### src/rtl/pygmy_pkg.sv
// Shared definitions for the pygmy pipeline: load funct3 encodings and the
// write-back stage state type.
package pygmy_pkg;

    localparam logic [2:0] LB  = 3'b000;
    localparam logic [2:0] LH  = 3'b001;
    localparam logic [2:0] LW  = 3'b010;
    localparam logic [2:0] LBU = 3'b100;
    localparam logic [2:0] LHU = 3'b101;

    typedef enum logic [1:0] {
        IDLE     = 2'd0,
        WAIT_MEM = 2'd1,
        COMMIT   = 2'd2
    } wb_state_t;

endpackage

### src/rtl/wb_stage_if.sv
// Execute-to-write-back handshake bundle. The execute stage drives the
// master side; the write-back stage is the slave and returns ready_o.
interface wb_stage_if #(
    parameter int XLEN = 32
);
    logic            valid_i;
    logic            ready_o;
    logic            reg_write_i;
    logic            is_load_i;
    logic [2:0]      funct3_i;
    logic [4:0]      rd_ptr_i;
    logic [XLEN-1:0] alu_result_i;

    modport master (
        output valid_i, reg_write_i, is_load_i, funct3_i, rd_ptr_i, alu_result_i,
        input  ready_o
    );

    modport slave (
        input  valid_i, reg_write_i, is_load_i, funct3_i, rd_ptr_i, alu_result_i,
        output ready_o
    );
endinterface

### src/rtl/wb_stage_load_align.sv
// Combinational load aligner: selects and extends the addressed byte/halfword
// of a word-aligned data word, and flags misaligned or unknown load sizes.
module load_align
    import pygmy_pkg::*;
#(
    parameter int XLEN = 32
) (
    input  logic [2:0]      funct3,
    input  logic [1:0]      addr,
    input  logic [XLEN-1:0] data,
    output logic [XLEN-1:0] value,
    output logic            err
);
    logic [7:0]  byte_sel;
    logic [15:0] half_sel;

    always_comb begin
        case (addr)
            2'd0:    byte_sel = data[7:0];
            2'd1:    byte_sel = data[15:8];
            2'd2:    byte_sel = data[23:16];
            default: byte_sel = data[31:24];
        endcase
        half_sel = addr[1] ? data[31:16] : data[15:0];
    end

    always_comb begin
        value = '0;
        err   = 1'b0;
        case (funct3)
            LB:  value = {{(XLEN-8){byte_sel[7]}}, byte_sel};
            LH: begin
                value = {{(XLEN-16){half_sel[15]}}, half_sel};
                err   = addr[0];
            end
            LW: begin
                value = data;
                err   = (addr != 2'd0);
            end
            LBU: value = {{(XLEN-8){1'b0}}, byte_sel};
            LHU: begin
                value = {{(XLEN-16){1'b0}}, half_sel};
                err   = addr[0];
            end
            // Reserved load sizes are treated like a misaligned access.
            default: err = 1'b1;
        endcase
    end
endmodule

### src/rtl/wb_stage.sv
// Write-back stage: commits ALU results and aligned load data to the register
// file, one instruction at a time. Define WB_BYPASS_EN to add forwarding ports.
module wb_stage
    import pygmy_pkg::*;
#(
    parameter int XLEN = 32
) (
    input  logic            clk_i,
    input  logic            rstn_i,
    wb_stage_if.slave       ex,
    input  logic            mem_ack_i,
    input  logic [XLEN-1:0] mem_rdata_i,
    output logic            reg_write_en_o,
    output logic [4:0]      rd_ptr_o,
    output logic [XLEN-1:0] rd_o,
    output logic            retire_o,
    output logic            load_err_o
`ifdef WB_BYPASS_EN
    ,
    output logic            fwd_valid_o,
    output logic [4:0]      fwd_ptr_o,
    output logic [XLEN-1:0] fwd_data_o
`endif
);
    wb_state_t       state_reg;
    logic [4:0]      ptr_reg;
    logic [2:0]      f3_reg;
    logic [1:0]      addr_reg;
    logic            wr_reg;

    logic            accept;
    logic [2:0]      al_f3;
    logic [1:0]      al_addr;
    logic [XLEN-1:0] al_value;
    logic            al_err;

    logic            commit_now;
    logic            commit_wr;
    logic            load_fault;
    logic [4:0]      commit_ptr;
    logic [XLEN-1:0] commit_data;

    assign ex.ready_o = (state_reg == IDLE);
    assign accept     = ex.valid_i & ex.ready_o;

    // One aligner serves both uses: legality check on the incoming request
    // while idle, data alignment from the latched fields while waiting.
    always_comb begin
        if (state_reg == IDLE) begin
            al_f3   = ex.funct3_i;
            al_addr = ex.alu_result_i[1:0];
        end else begin
            al_f3   = f3_reg;
            al_addr = addr_reg;
        end
    end

    load_align #(.XLEN(XLEN)) u_align (
        .funct3 (al_f3),
        .addr   (al_addr),
        .data   (mem_rdata_i),
        .value  (al_value),
        .err    (al_err)
    );

    always_comb begin
        commit_now  = 1'b0;
        commit_wr   = 1'b0;
        commit_ptr  = ex.rd_ptr_i;
        commit_data = ex.alu_result_i;
        load_fault  = accept & ex.is_load_i & al_err;
        if (accept && !ex.is_load_i) begin
            commit_now = 1'b1;
            commit_wr  = ex.reg_write_i & (ex.rd_ptr_i != 5'd0);
        end else if (state_reg == WAIT_MEM && mem_ack_i) begin
            commit_now  = 1'b1;
            commit_ptr  = ptr_reg;
            commit_data = al_value;
            commit_wr   = wr_reg & (ptr_reg != 5'd0);
        end
    end

    always_ff @(posedge clk_i or negedge rstn_i) begin
        if (!rstn_i) begin
            state_reg      <= IDLE;
            ptr_reg        <= '0;
            f3_reg         <= '0;
            addr_reg       <= '0;
            wr_reg         <= 1'b0;
            reg_write_en_o <= 1'b0;
            rd_ptr_o       <= '0;
            rd_o           <= '0;
            retire_o       <= 1'b0;
            load_err_o     <= 1'b0;
        end else begin
            reg_write_en_o <= commit_wr;
            retire_o       <= commit_now | load_fault;
            load_err_o     <= load_fault;
            if (commit_now) begin
                rd_ptr_o <= commit_ptr;
                rd_o     <= commit_data;
            end
            case (state_reg)
                IDLE: begin
                    if (accept) begin
                        if (ex.is_load_i && !al_err) begin
                            ptr_reg   <= ex.rd_ptr_i;
                            f3_reg    <= ex.funct3_i;
                            addr_reg  <= ex.alu_result_i[1:0];
                            wr_reg    <= ex.reg_write_i;
                            state_reg <= WAIT_MEM;
                        end else begin
                            state_reg <= COMMIT;
                        end
                    end
                end
                WAIT_MEM: if (mem_ack_i) state_reg <= COMMIT;
                COMMIT:   state_reg <= IDLE;
                default:  state_reg <= IDLE;
            endcase
        end
    end

`ifdef WB_BYPASS_EN
    always_ff @(posedge clk_i or negedge rstn_i) begin
        if (!rstn_i) begin
            fwd_valid_o <= 1'b0;
            fwd_ptr_o   <= '0;
            fwd_data_o  <= '0;
        end else if (commit_wr) begin
            fwd_valid_o <= 1'b1;
            fwd_ptr_o   <= commit_ptr;
            fwd_data_o  <= commit_data;
        end
    end
`endif
endmodule

### src/flat_wrapper.sv
// flat-port wrapper written by rule: the top's interface ports become plain ports
module wb_stage_flat import pygmy_pkg::*;
#(
    parameter int XLEN = 32
)
  (clk_i, rstn_i, mem_ack_i, mem_rdata_i, reg_write_en_o, rd_ptr_o, rd_o, retire_o, load_err_o, ex_valid_i, ex_reg_write_i, ex_is_load_i, ex_funct3_i, ex_rd_ptr_i, ex_alu_result_i, ex_ready_o);
  wb_stage_if #(.XLEN(XLEN)) ex_i ();
  input  logic clk_i;
  input  logic rstn_i;
  input  logic mem_ack_i;
  input  logic [XLEN-1:0] mem_rdata_i;
  output logic reg_write_en_o;
  output logic [4:0] rd_ptr_o;
  output logic [XLEN-1:0] rd_o;
  output logic retire_o;
  output logic load_err_o;
  input wire logic [$bits(ex_i.valid_i)-1:0] ex_valid_i;
  input wire logic [$bits(ex_i.reg_write_i)-1:0] ex_reg_write_i;
  input wire logic [$bits(ex_i.is_load_i)-1:0] ex_is_load_i;
  input wire logic [$bits(ex_i.funct3_i)-1:0] ex_funct3_i;
  input wire logic [$bits(ex_i.rd_ptr_i)-1:0] ex_rd_ptr_i;
  input wire logic [$bits(ex_i.alu_result_i)-1:0] ex_alu_result_i;
  output wire logic [$bits(ex_i.ready_o)-1:0] ex_ready_o;
  assign ex_i.valid_i = ex_valid_i;
  assign ex_i.reg_write_i = ex_reg_write_i;
  assign ex_i.is_load_i = ex_is_load_i;
  assign ex_i.funct3_i = ex_funct3_i;
  assign ex_i.rd_ptr_i = ex_rd_ptr_i;
  assign ex_i.alu_result_i = ex_alu_result_i;
  assign ex_ready_o = ex_i.ready_o;
  wb_stage #(.XLEN(XLEN)) u_core (.clk_i(clk_i), .rstn_i(rstn_i), .ex(ex_i), .mem_ack_i(mem_ack_i), .mem_rdata_i(mem_rdata_i), .reg_write_en_o(reg_write_en_o), .rd_ptr_o(rd_ptr_o), .rd_o(rd_o), .retire_o(retire_o), .load_err_o(load_err_o));
endmodule
### config.mk
export PLATFORM = sky130hd
export DESIGN_NAME = wb_stage_flat
export DESIGN_NICKNAME = d
export VERILOG_FILES = /design/src/rtl/pygmy_pkg.sv /design/src/rtl/wb_stage_if.sv /design/src/rtl/wb_stage_load_align.sv /design/src/rtl/wb_stage.sv /design/src/flat_wrapper.sv
export SDC_FILE = /design/constraint.sdc
export NUM_CORES = 1
export LEC_CHECK = 0
export ABC_AREA = 0
export CAP_MARGIN = 20
export CORE_ASPECT_RATIO = 1.25
export CORE_MARGIN = 2
export CORE_UTILIZATION = 30
export CTS_BUF_LIST = sky130_fd_sc_hd__clkbuf_2
export DETAILED_ROUTE_END_ITERATION = 7
export GPL_TIMING_DRIVEN = 0
export PLACE_DENSITY_LB_ADDON = 0.3
export SLEW_MARGIN = 20
export SYNTH_ARGS = -nofsm -noshare
export SYNTH_HDL_FRONTEND = slang
export SYNTH_HIERARCHICAL = 1
export SYNTH_SLANG_ARGS = --single-unit
### constraint.sdc
create_clock -name clk_i -period 6.3 [get_ports clk_i]
set_clock_uncertainty 0.2 [all_clocks]
set_input_delay 1.575 -clock clk_i [delete_from_list [all_inputs] [get_ports clk_i]]
set_output_delay 1.575 -clock clk_i [all_outputs]
set_load 0.05 [all_outputs]
After elaboration in Yosys (flattened, before gate mapping)
Cells that the tools add are included.
{ "op_classes": {"eq_ne": 9, "n_mux": 18, "n_bitwise": 6, "n_reduce_logical": 15} }
{ "op_table": {"columns": ["cell", "count"], "rows": [
  ["case mux 32 bit (5 select lines)", 1],
  ["two-way mux 32 bit", 2],
  ["case mux 8 bit (3 select lines)", 1],
  ["two-way mux 16 bit", 1],
  ["two-way mux 5 bit", 2],
  ["nonzero test 5 bit", 2],
  ["two-way mux 2 bit", 4],
  ["equality test 3 bit (second input constant)", 2],
  ["bitwise AND 1 bit", 5],
  ["equality test 2 x 1 -> 1 bit (second input constant)", 2],
  ["logical NOT 2 bit", 2],
  ["two-way mux 1 bit", 4],
  ["inequality test 2 bit (second input constant)", 2],
  ["case mux 2 bit (2 select lines)", 1],
  ["OR reduction 2 bit", 2],
  ["equality test 3 x 1 -> 1 bit (second input constant)", 1],
  ["equality test 3 x 2 -> 1 bit (second input constant)", 1],
  ["logical AND 1 bit", 3],
  ["logical NOT 3 bit", 1],
  ["two-way mux 3 bit", 1],
  ["case mux 1 bit (3 select lines)", 1],
  ["AND reduction 3 bit", 1],
  ["equality test 2 bit (second input constant)", 1],
  ["logical NOT 1 bit", 2],
  ["3 further kinds", 3]
]} }
{ "totals": {"ff_bits": 53, "in_bits": 78, "word_cells": 58} }

Depth between registers and ports, before layout
Gate-level depths: netlist of the first run.
{ "depth": {"ltp_word": 10, "mapped_depth": 10} }

Modules after synthesis
Netlist of the first run, hierarchy kept.
{ "by_module_without_submodules": {"columns": ["module", "n_inst", "cells_per_inst", "area_per_inst_um2", "seq_area_each_um2"], "rows": [
  ["wb_stage", 1, 252, 2378.5, 1326.3],
  ["load_align", 1, 139, 1059.8, 0.0]
]} }

Least setup slack after synthesis of the first run
Ideal clock, no wire load.
{ "synth_path": {"path_type": "input to register", "from": "input ex_alu_result_i[1]", "to": "register u_core.addr_reg[0]", "setup_time_ns": 0.125, "arrival_time_ns": 3.385, "t_required_ns": 5.975, "slack_ns": 2.591, "cell_stages": 9, "path_buffers": 3, "path_cell_list": "mux2_2 buf_2 buf_4 or3_1 a21oi_1 nor2_1 nand4b_2 buf_2 mux2_2"} }
{ "synth_via": {"elab_chain_cells": 6} }
{ "synth_lines": {"columns": ["element", "line_no", "source"], "rows": [
  ["start: declaration", "flat_wrapper.sv:22", "input wire logic [$bits(ex_i.alu_result_i)-1:0] ex_alu_result_i;"],
  ["two-way mux 2 bit", "wb_stage.sv:49", "if (state_reg == IDLE) begin"],
  ["nonzero test 2 bit", "wb_stage_load_align.sv:38", "err = (addr != 2'd0);"],
  ["case mux 1 bit (3 select lines)", "wb_stage_load_align.sv:30", "case (funct3)"],
  ["named net u_core.al_err", "wb_stage.sv:35", "logic al_err;"],
  ["logical NOT 1 bit", "wb_stage.sv:106", "if (ex.is_load_i && !al_err) begin"],
  ["logical AND 1 bit", "wb_stage.sv:106", null],
  ["AND reduction 3 bit (no line)", null, null],
  ["end signal: assignment", "wb_stage.sv:109", "addr_reg <= ex.alu_result_i[1:0];"],
  ["end: declaration", "wb_stage.sv:28", "logic [1:0] addr_reg;"]
]} }
The timed path passes the listed nets, and every way through them passes these cells.
A chain may end at the register's enable or synchronous reset.

Worst setup path in the final report of the first run
{ "layout_path": {"from": "register u_core.state_reg[0]", "to": "output ex_ready_o"} }
{ "layout_via": {"elab_chain_cells": 1} }
{ "layout_lines": {"columns": ["element", "line_no", "source"], "rows": [
  ["start: declaration", "wb_stage.sv:25", "wb_state_t state_reg;"],
  ["start signal: assignment", "wb_stage.sv:85", "state_reg <= IDLE;"],
  ["start signal: assignment", "wb_stage.sv:111", "state_reg <= WAIT_MEM;"],
  ["start signal: assignment", "wb_stage.sv:113", "state_reg <= COMMIT;"],
  ["logical NOT 2 bit", "wb_stage.sv:43", "assign ex.ready_o = (state_reg == IDLE);"],
  ["end: declaration", "flat_wrapper.sv:23", "output wire logic [$bits(ex_i.ready_o)-1:0] ex_ready_o;"]
]} }
Every way passes these cells.

==> results.sh, run 1 <==
export IMPL_finalNetCount=594
export IMPL_cts_hold_buf=0
export IMPL_cts_sinks=53
export IMPL_core_area_mm2=0.01114
export IMPL_cp_max_fo=8
export IMPL_synth_cell_types=44
export IMPL_cp_required_ns=4.53
export IMPL_vias=3462
export IMPL_drt_pre_antenna_iters=4
export IMPL_relSlewSlack_pct=54.66
export IMPL_p_leak_nw=1.987
export IMPL_syn_nets=469
export IMPL_powerDensity_mw_per_mm2=531.5
export IMPL_cts_made_buffers=5
export IMPL_die_y_um=123.7
export IMPL_use_met3_pct=2.132
export IMPL_fmax_ghz=0.2441
export IMPL_io_pin_count=119
export IMPL_cts_repair_resized=0
export IMPL_utilization_pct=43.46
export IMPL_yosysSeqAreaShare_pct=38.57
export IMPL_fin_crit_ns=4.096
export IMPL_max_cap_violations=0
export IMPL_cp_start_kind="register"
export IMPL_row_count=43
export IMPL_pre_cts_ws_ns=1.896
export IMPL_fin_ws_ns=2.204
export IMPL_async_flop_share_pct=100.0
export IMPL_fillerInstances=1136
export IMPL_grt_busiest_layer="met2"
export IMPL_r2r_cells=10
export IMPL_finalMaxSlewViolations=0
export IMPL_syn_cell_area_mm2=0.003438
export IMPL_ys_warn_count=6
export IMPL_hold_depth=1
export IMPL_grt_pass1_wl_um=18180
export IMPL_path_clk_slew_ns=0.31
export IMPL_via_per_inst=5.302
export IMPL_met1_usage_pct=24.08
export IMPL_final_period_utilization_pct=65.02
export IMPL_setup_viol=0
export IMPL_hold_viol=0
export IMPL_syn_avg_cell_area_um2=8.794
export IMPL_port_buffers=118
export IMPL_drtAntennaViolNets=0
export IMPL_hp_class="reg2reg"
export IMPL_hp_start="u_core/f3_reg[2]"
export IMPL_crit_arrival_ns=2.32
export IMPL_drt_initial_drc_count=222
export IMPL_syn2layout_area_growth_pct=40.76
export IMPL_grt_met2_usage_pct=33.45
export IMPL_clk_path_buf_depth=2
export IMPL_start_util_pct=30.87
export IMPL_synth_edff_count=0
export IMPL_grt_overflow_total=0
export IMPL_timing_rr_end="u_core/addr_reg[0]"
export IMPL_die_x_um=99.76
export IMPL_cts_tree="yes"
export IMPL_gp_congestion=0.9210
export IMPL_synthCells=391
export IMPL_rsz0062_at_grt="no"
export IMPL_multi_input_area_mm2=0.001912
export IMPL_grt_use_total_pct=18.93
export IMPL_peakVddDrop_uv=197.0
export IMPL_tightest_slew_ns=0.6802
export IMPL_grt_pass1_vias=3394
export IMPL_end_kind="output pin"
export IMPL_clock_latency_ns=0.49
export IMPL_grt_max_degree=54
export IMPL_crit_type="reg2out"
export IMPL_cts_setup_buffers=0
export IMPL_dieArea_mm2=0.01234
export IMPL_r2r_start="u_core/state_reg[0]"
export IMPL_drive_gt1_share_pct=13.54
export IMPL_ff2ff_setup_slack_ns=2.94
export IMPL_ys_ff_latch=53
export IMPL_mostFrequentLayoutCells="clkdlybuf4s50_1, nand2_1, dfrtp_1"
export IMPL_wl_per_cell_um=17.91
export IMPL_layout_commonest_cell="clkdlybuf4s50_1"
export IMPL_largest_register_ffs=32
export IMPL_cts_max_level=2
export IMPL_wl_um=11700
export IMPL_clockRootBuffer="clkbuf_2"
export IMPL_dp_hpwl_um=9156
export IMPL_antenna_found_initial=1
export IMPL_synth_flop_cell="dfrtp_1"
export IMPL_whs_endpoint="u_core/f3_reg[2]"
export IMPL_outcome="finished, final reports clean"
export IMPL_drc=0
export IMPL_regArea_mm2=0.001326
export IMPL_setup_tns_final_ns=0
export IMPL_crit_start="u_core/state_reg[0]"
[synth_stat cells (4+ instances only)]
| cell | number | area [um^2] |
|---|---|---|
| nand2_1 | 86 | 322.8 |
| dfrtp_1 | 53 | 1326 |
| nor2_1 | 44 | 165.2 |
| a31oi_1 | 37 | 231.5 |
| mux2_2 | 20 | 225.2 |
| mux2i_1 | 17 | 170.2 |
| nand3_1 | 17 | 85.08 |
| o211ai_1 | 17 | 127.6 |
| buf_2 | 16 | 80.08 |
| clkbuf_1 | 12 | 45.04 |
| buf_6 | 5 | 56.30 |
| nand2b_1 | 5 | 31.28 |
| a21oi_1 | 4 | 20.02 |
| o21ai_0 | 4 | 20.02 |
| o221ai_1 | 4 | 35.03 |
| o221ai_2 | 4 | 60.06 |
[critical path, stage by stage (launching register included)]
cell,delay (ns)
dfrtp_1,0.53
nor2_2,0.41
clkdlybuf4s50_1,0.89
[per-stage QoR]
step,cell area [um^2],std cells,power [mW],hold WS (ns)
3_5_place_dp,4786,644,2.428,0.2912
6_report,4840,653,2.572,0.3464
3_3_place_gp,4788,644,2.402,0.2834
4_1_cts,4837,652,2.583,0.3488
2_1_floorplan,3438,391,1.861,0.2753
5_1_grt,4840,653,2.728,0.3699
[power by group]
part	switching, mW	internal [mW]	leakage [nW]
Sequential	0.0983	0.507	0.617
Combinational	1.12	0.691	1.34
Clock	0.124	0.0298	0.0271
Total	1.34	1.23	1.99
[worst max path at each step]
| stage | end | cells after the start | slack [ns] |
|---|---|---|---|
| after CTS | ex_ready_o | 2 | 2.16 |
| after global routing | ex_ready_o | 2 | 2.08 |
| after detailed placement | u_core/addr_reg[0] | 10 | 1.90 |
| after floorplan | u_core/addr_reg[0] | 9 | 2.59 |
| final | ex_ready_o | 2 | 2.20 |
| after global placement | u_core/rd_o[13] | 1 | 1.87 |
[kinds of logic after synthesis]
logic type      after synthesis  share of synthesized area [%]
simple gates                172                          22.42
compound gates               88                          19.29
mux                          41                          13.90
flops                        53                          38.57
buf+inv                      37                          5.822
[per-layer routing]
layer	part of all wire [%]	up-vias	wire length, um
li1	-	1663	-
met1	44	1672	5097
met2	50	108	5852
met3	3.9	19	455
met4	2.5	0	290
met5	0	-	0
[area by class of cell]
class	instances	area share, %
multi-input combinational	301	39.50
sequential	53	27.40
timing repair buffer	118	24.35
buffer	35	3.981
tap	135	3.490
clock inverter	3	0.5429
clock buffer	5	0.5171
inverter	2	0.1551
antenna	1	0.05171
Power figures use the tool's default switching activity.
==> run 2: changes to the inputs <==
- clock period: 6.3 -> 3.9 ns (I/O delays scaled with it)
==> results of run 2 <==
Same layout as run 1 (identical final DEF). Status: finished, final reports clean.
Among the figures that moved: setup slack after placement 1.896 ns -> 0.09603 ns; setup slack after layout 2.204 ns -> 0.4037 ns; hold slack 0.3464 ns -> 0.2493 ns; register-to-register setup slack 2.94 ns -> 0.54 ns; total power 2.572 mW -> 4.155 mW; worst IR drop on VDD 197.0 uV -> 318.3 uV
==> run 3: changes to the inputs <==
- CORE_UTILIZATION: 30 -> 47
- PLACE_DENSITY_LB_ADDON: 0.3 -> 0.25
- clock period: 3.9 -> 3.25 ns (I/O delays scaled with it)
==> results.sh, run 3 (same netlist as run 1, synthesis figures left out) <==
export IMPL_outcome="finished, final reports clean"
export IMPL_timing_rr_end="u_core/ptr_reg[2]"
export IMPL_dieArea_mm2=0.008020
export IMPL_setup_viol=0
export IMPL_crit_arrival_ns=3.33
export IMPL_fin_crit_ns=3.132
export IMPL_fin_ws_ns=0.1185
export IMPL_drc=0
export IMPL_tightest_slew_ns=0.6868
export IMPL_syn2layout_area_growth_pct=40.43
export IMPL_fmax_ghz=0.3193
export IMPL_end_kind="register"
export IMPL_die_x_um=80.50
export IMPL_cts_hold_buf=0
export IMPL_crit_type="reg2reg"
export IMPL_finalNetCount=599
export IMPL_core_area_mm2=0.007019
export IMPL_mostFrequentLayoutCells="clkdlybuf4s50_1, nand2_1, dfrtp_1"
export IMPL_layout_commonest_cell="clkdlybuf4s50_1"
export IMPL_path_clk_slew_ns=0.31
export IMPL_power_total_mw=5.002
export IMPL_drt_pre_antenna_iters=5
export IMPL_wl_um=10590
export IMPL_crit_start="u_core/state_reg[1]"
export IMPL_max_cap_violations=0
export IMPL_die_y_um=99.63
export IMPL_vias=3458
export IMPL_grt_pass1_wl_um=16440
export IMPL_largest_register_ffs=32
export IMPL_cts_sinks=53
export IMPL_antenna_diode_count=0
export IMPL_hold_viol=0
export IMPL_finalMaxSlewViolations=0
export IMPL_gp_congestion=0.9236
export IMPL_crit_path_end="u_core/ptr_reg[2]"
export IMPL_cts_made_buffers=5
export IMPL_clk_path_buf_depth=2
export IMPL_cts_tree="yes"
export IMPL_io_pin_count=119
export IMPL_grt_pass1_vias=3395
export IMPL_row_count=34
export IMPL_powerDensity_mw_per_mm2=1036
export IMPL_hp_class="in2async"
export IMPL_port_buffers=118
export IMPL_grt_max_degree=54
export IMPL_start_util_pct=48.98
export IMPL_peakVddDrop_uv=708.6
export IMPL_cp_start_kind="register"
export IMPL_antenna_found_initial=0
export IMPL_drtAntennaViolNets=0
export IMPL_utilization_pct=68.79
export IMPL_ff2ff_setup_slack_ns=0.12
export IMPL_clock_latency_ns=0.47
export IMPL_drt_initial_drc_count=227
export IMPL_cp_max_fo=10
export IMPL_multi_input_area_mm2=0.001917
export IMPL_cts_max_level=2
export IMPL_final_period_utilization_pct=96.35
export IMPL_r2r_start="u_core/state_reg[1]"
export IMPL_grt_overflow_total=0
export IMPL_worst_hold_slack_ns=0.1158
export IMPL_drive_gt1_share_pct=14.75
export IMPL_regArea_mm2=0.001329
export IMPL_pre_cts_ws_ns=-0.3465
export IMPL_cp_required_ns=3.45
export IMPL_clockRootBuffer="clkbuf_2"
export IMPL_r2r_cells=10
export IMPL_fillerInstances=593
export IMPL_p_leak_nw=2.018
export IMPL_relSlewSlack_pct=54.21
export IMPL_wl_per_cell_um=17.31
export IMPL_dp_hpwl_um=8224
export IMPL_via_per_inst=5.650
export IMPL_grt_use_total_pct=26.37
[run 3: final cells by class]
cell class	instances	share of cell area [%]
well taps	90	2.332
multi-input cells	301	39.70
repair buffers	123	25.19
clock inverters	3	0.5960
inverters	2	0.1555
plain buffers	35	3.991
flip-flops and latches	53	27.52
clock buffers	5	0.5183
[run 3: worst min-delay path by stage]
stage / slack (ns) / end / cells past startpoint / start
floorplan: 0.28 / u_core/addr_reg[1] / 1 / u_core/addr_reg[1]
global placement: 0.28 / u_core/f3_reg[2] / 1 / u_core/f3_reg[2]
detailed placement: 0.29 / u_core/addr_reg[0] / 1 / u_core/addr_reg[0]
CTS: 0.12 / u_core/addr_reg[0] / 1 / rstn_i
global route: 0.13 / u_core/rd_o[4] / 1 / rstn_i
finish: 0.12 / u_core/rd_o[3] / 1 / rstn_i
[run 3: worst max-delay path: stages, from the launching register on]
cell and delay, ns:
dfrtp_2 0.51, nor2_4 0.23, mux2_2 0.35, buf_2 0.16
buf_4 0.19, or3_1 0.35, a21oi_1 0.16, nor2_1 0.07
nand4b_2 0.29, buf_2 0.25, mux2_2 0.30
[run 3: per-layer routing]
| layer | vias to the layer above | part of all wire [%] | track usage [%] |
|---|---|---|---|
| met2 | 114 | 51 | 46.99 |
| met4 | 0 | 2.2 | 8.605 |
| met3 | 16 | 4.7 | 2.995 |
| met1 | 1658 | 42 | 32.83 |
| li1 | 1670 | - | - |
| met5 | - | 0 | 0 |
[run 3: timing repair]
item                                    CTS  global route
setup buffers                             0             5
endpoints found under the setup margin    0            10
resized for setup                         0             2
[run 3: where the power goes]
part	switching [mW]	internal [mW]	leakage (nW)
sequential	0.186	0.984	0.615
clock	0.237	0.0643	0.0355
combinational	2.15	1.38	1.37
[run 3: stage by stage]
| step | cells | setup TNS (ns) | cell area (um^2) |
|---|---|---|---|
| CTS | 607 | 0 | 4788 |
| detailed placement | 599 | -3.406 | 4735 |
| global route | 612 | -0.007935 | 4828 |
| global placement | 599 | -25.30 | 4737 |
| finish | 612 | 0 | 4828 |
| floorplan | 391 | 0 | 3443 |
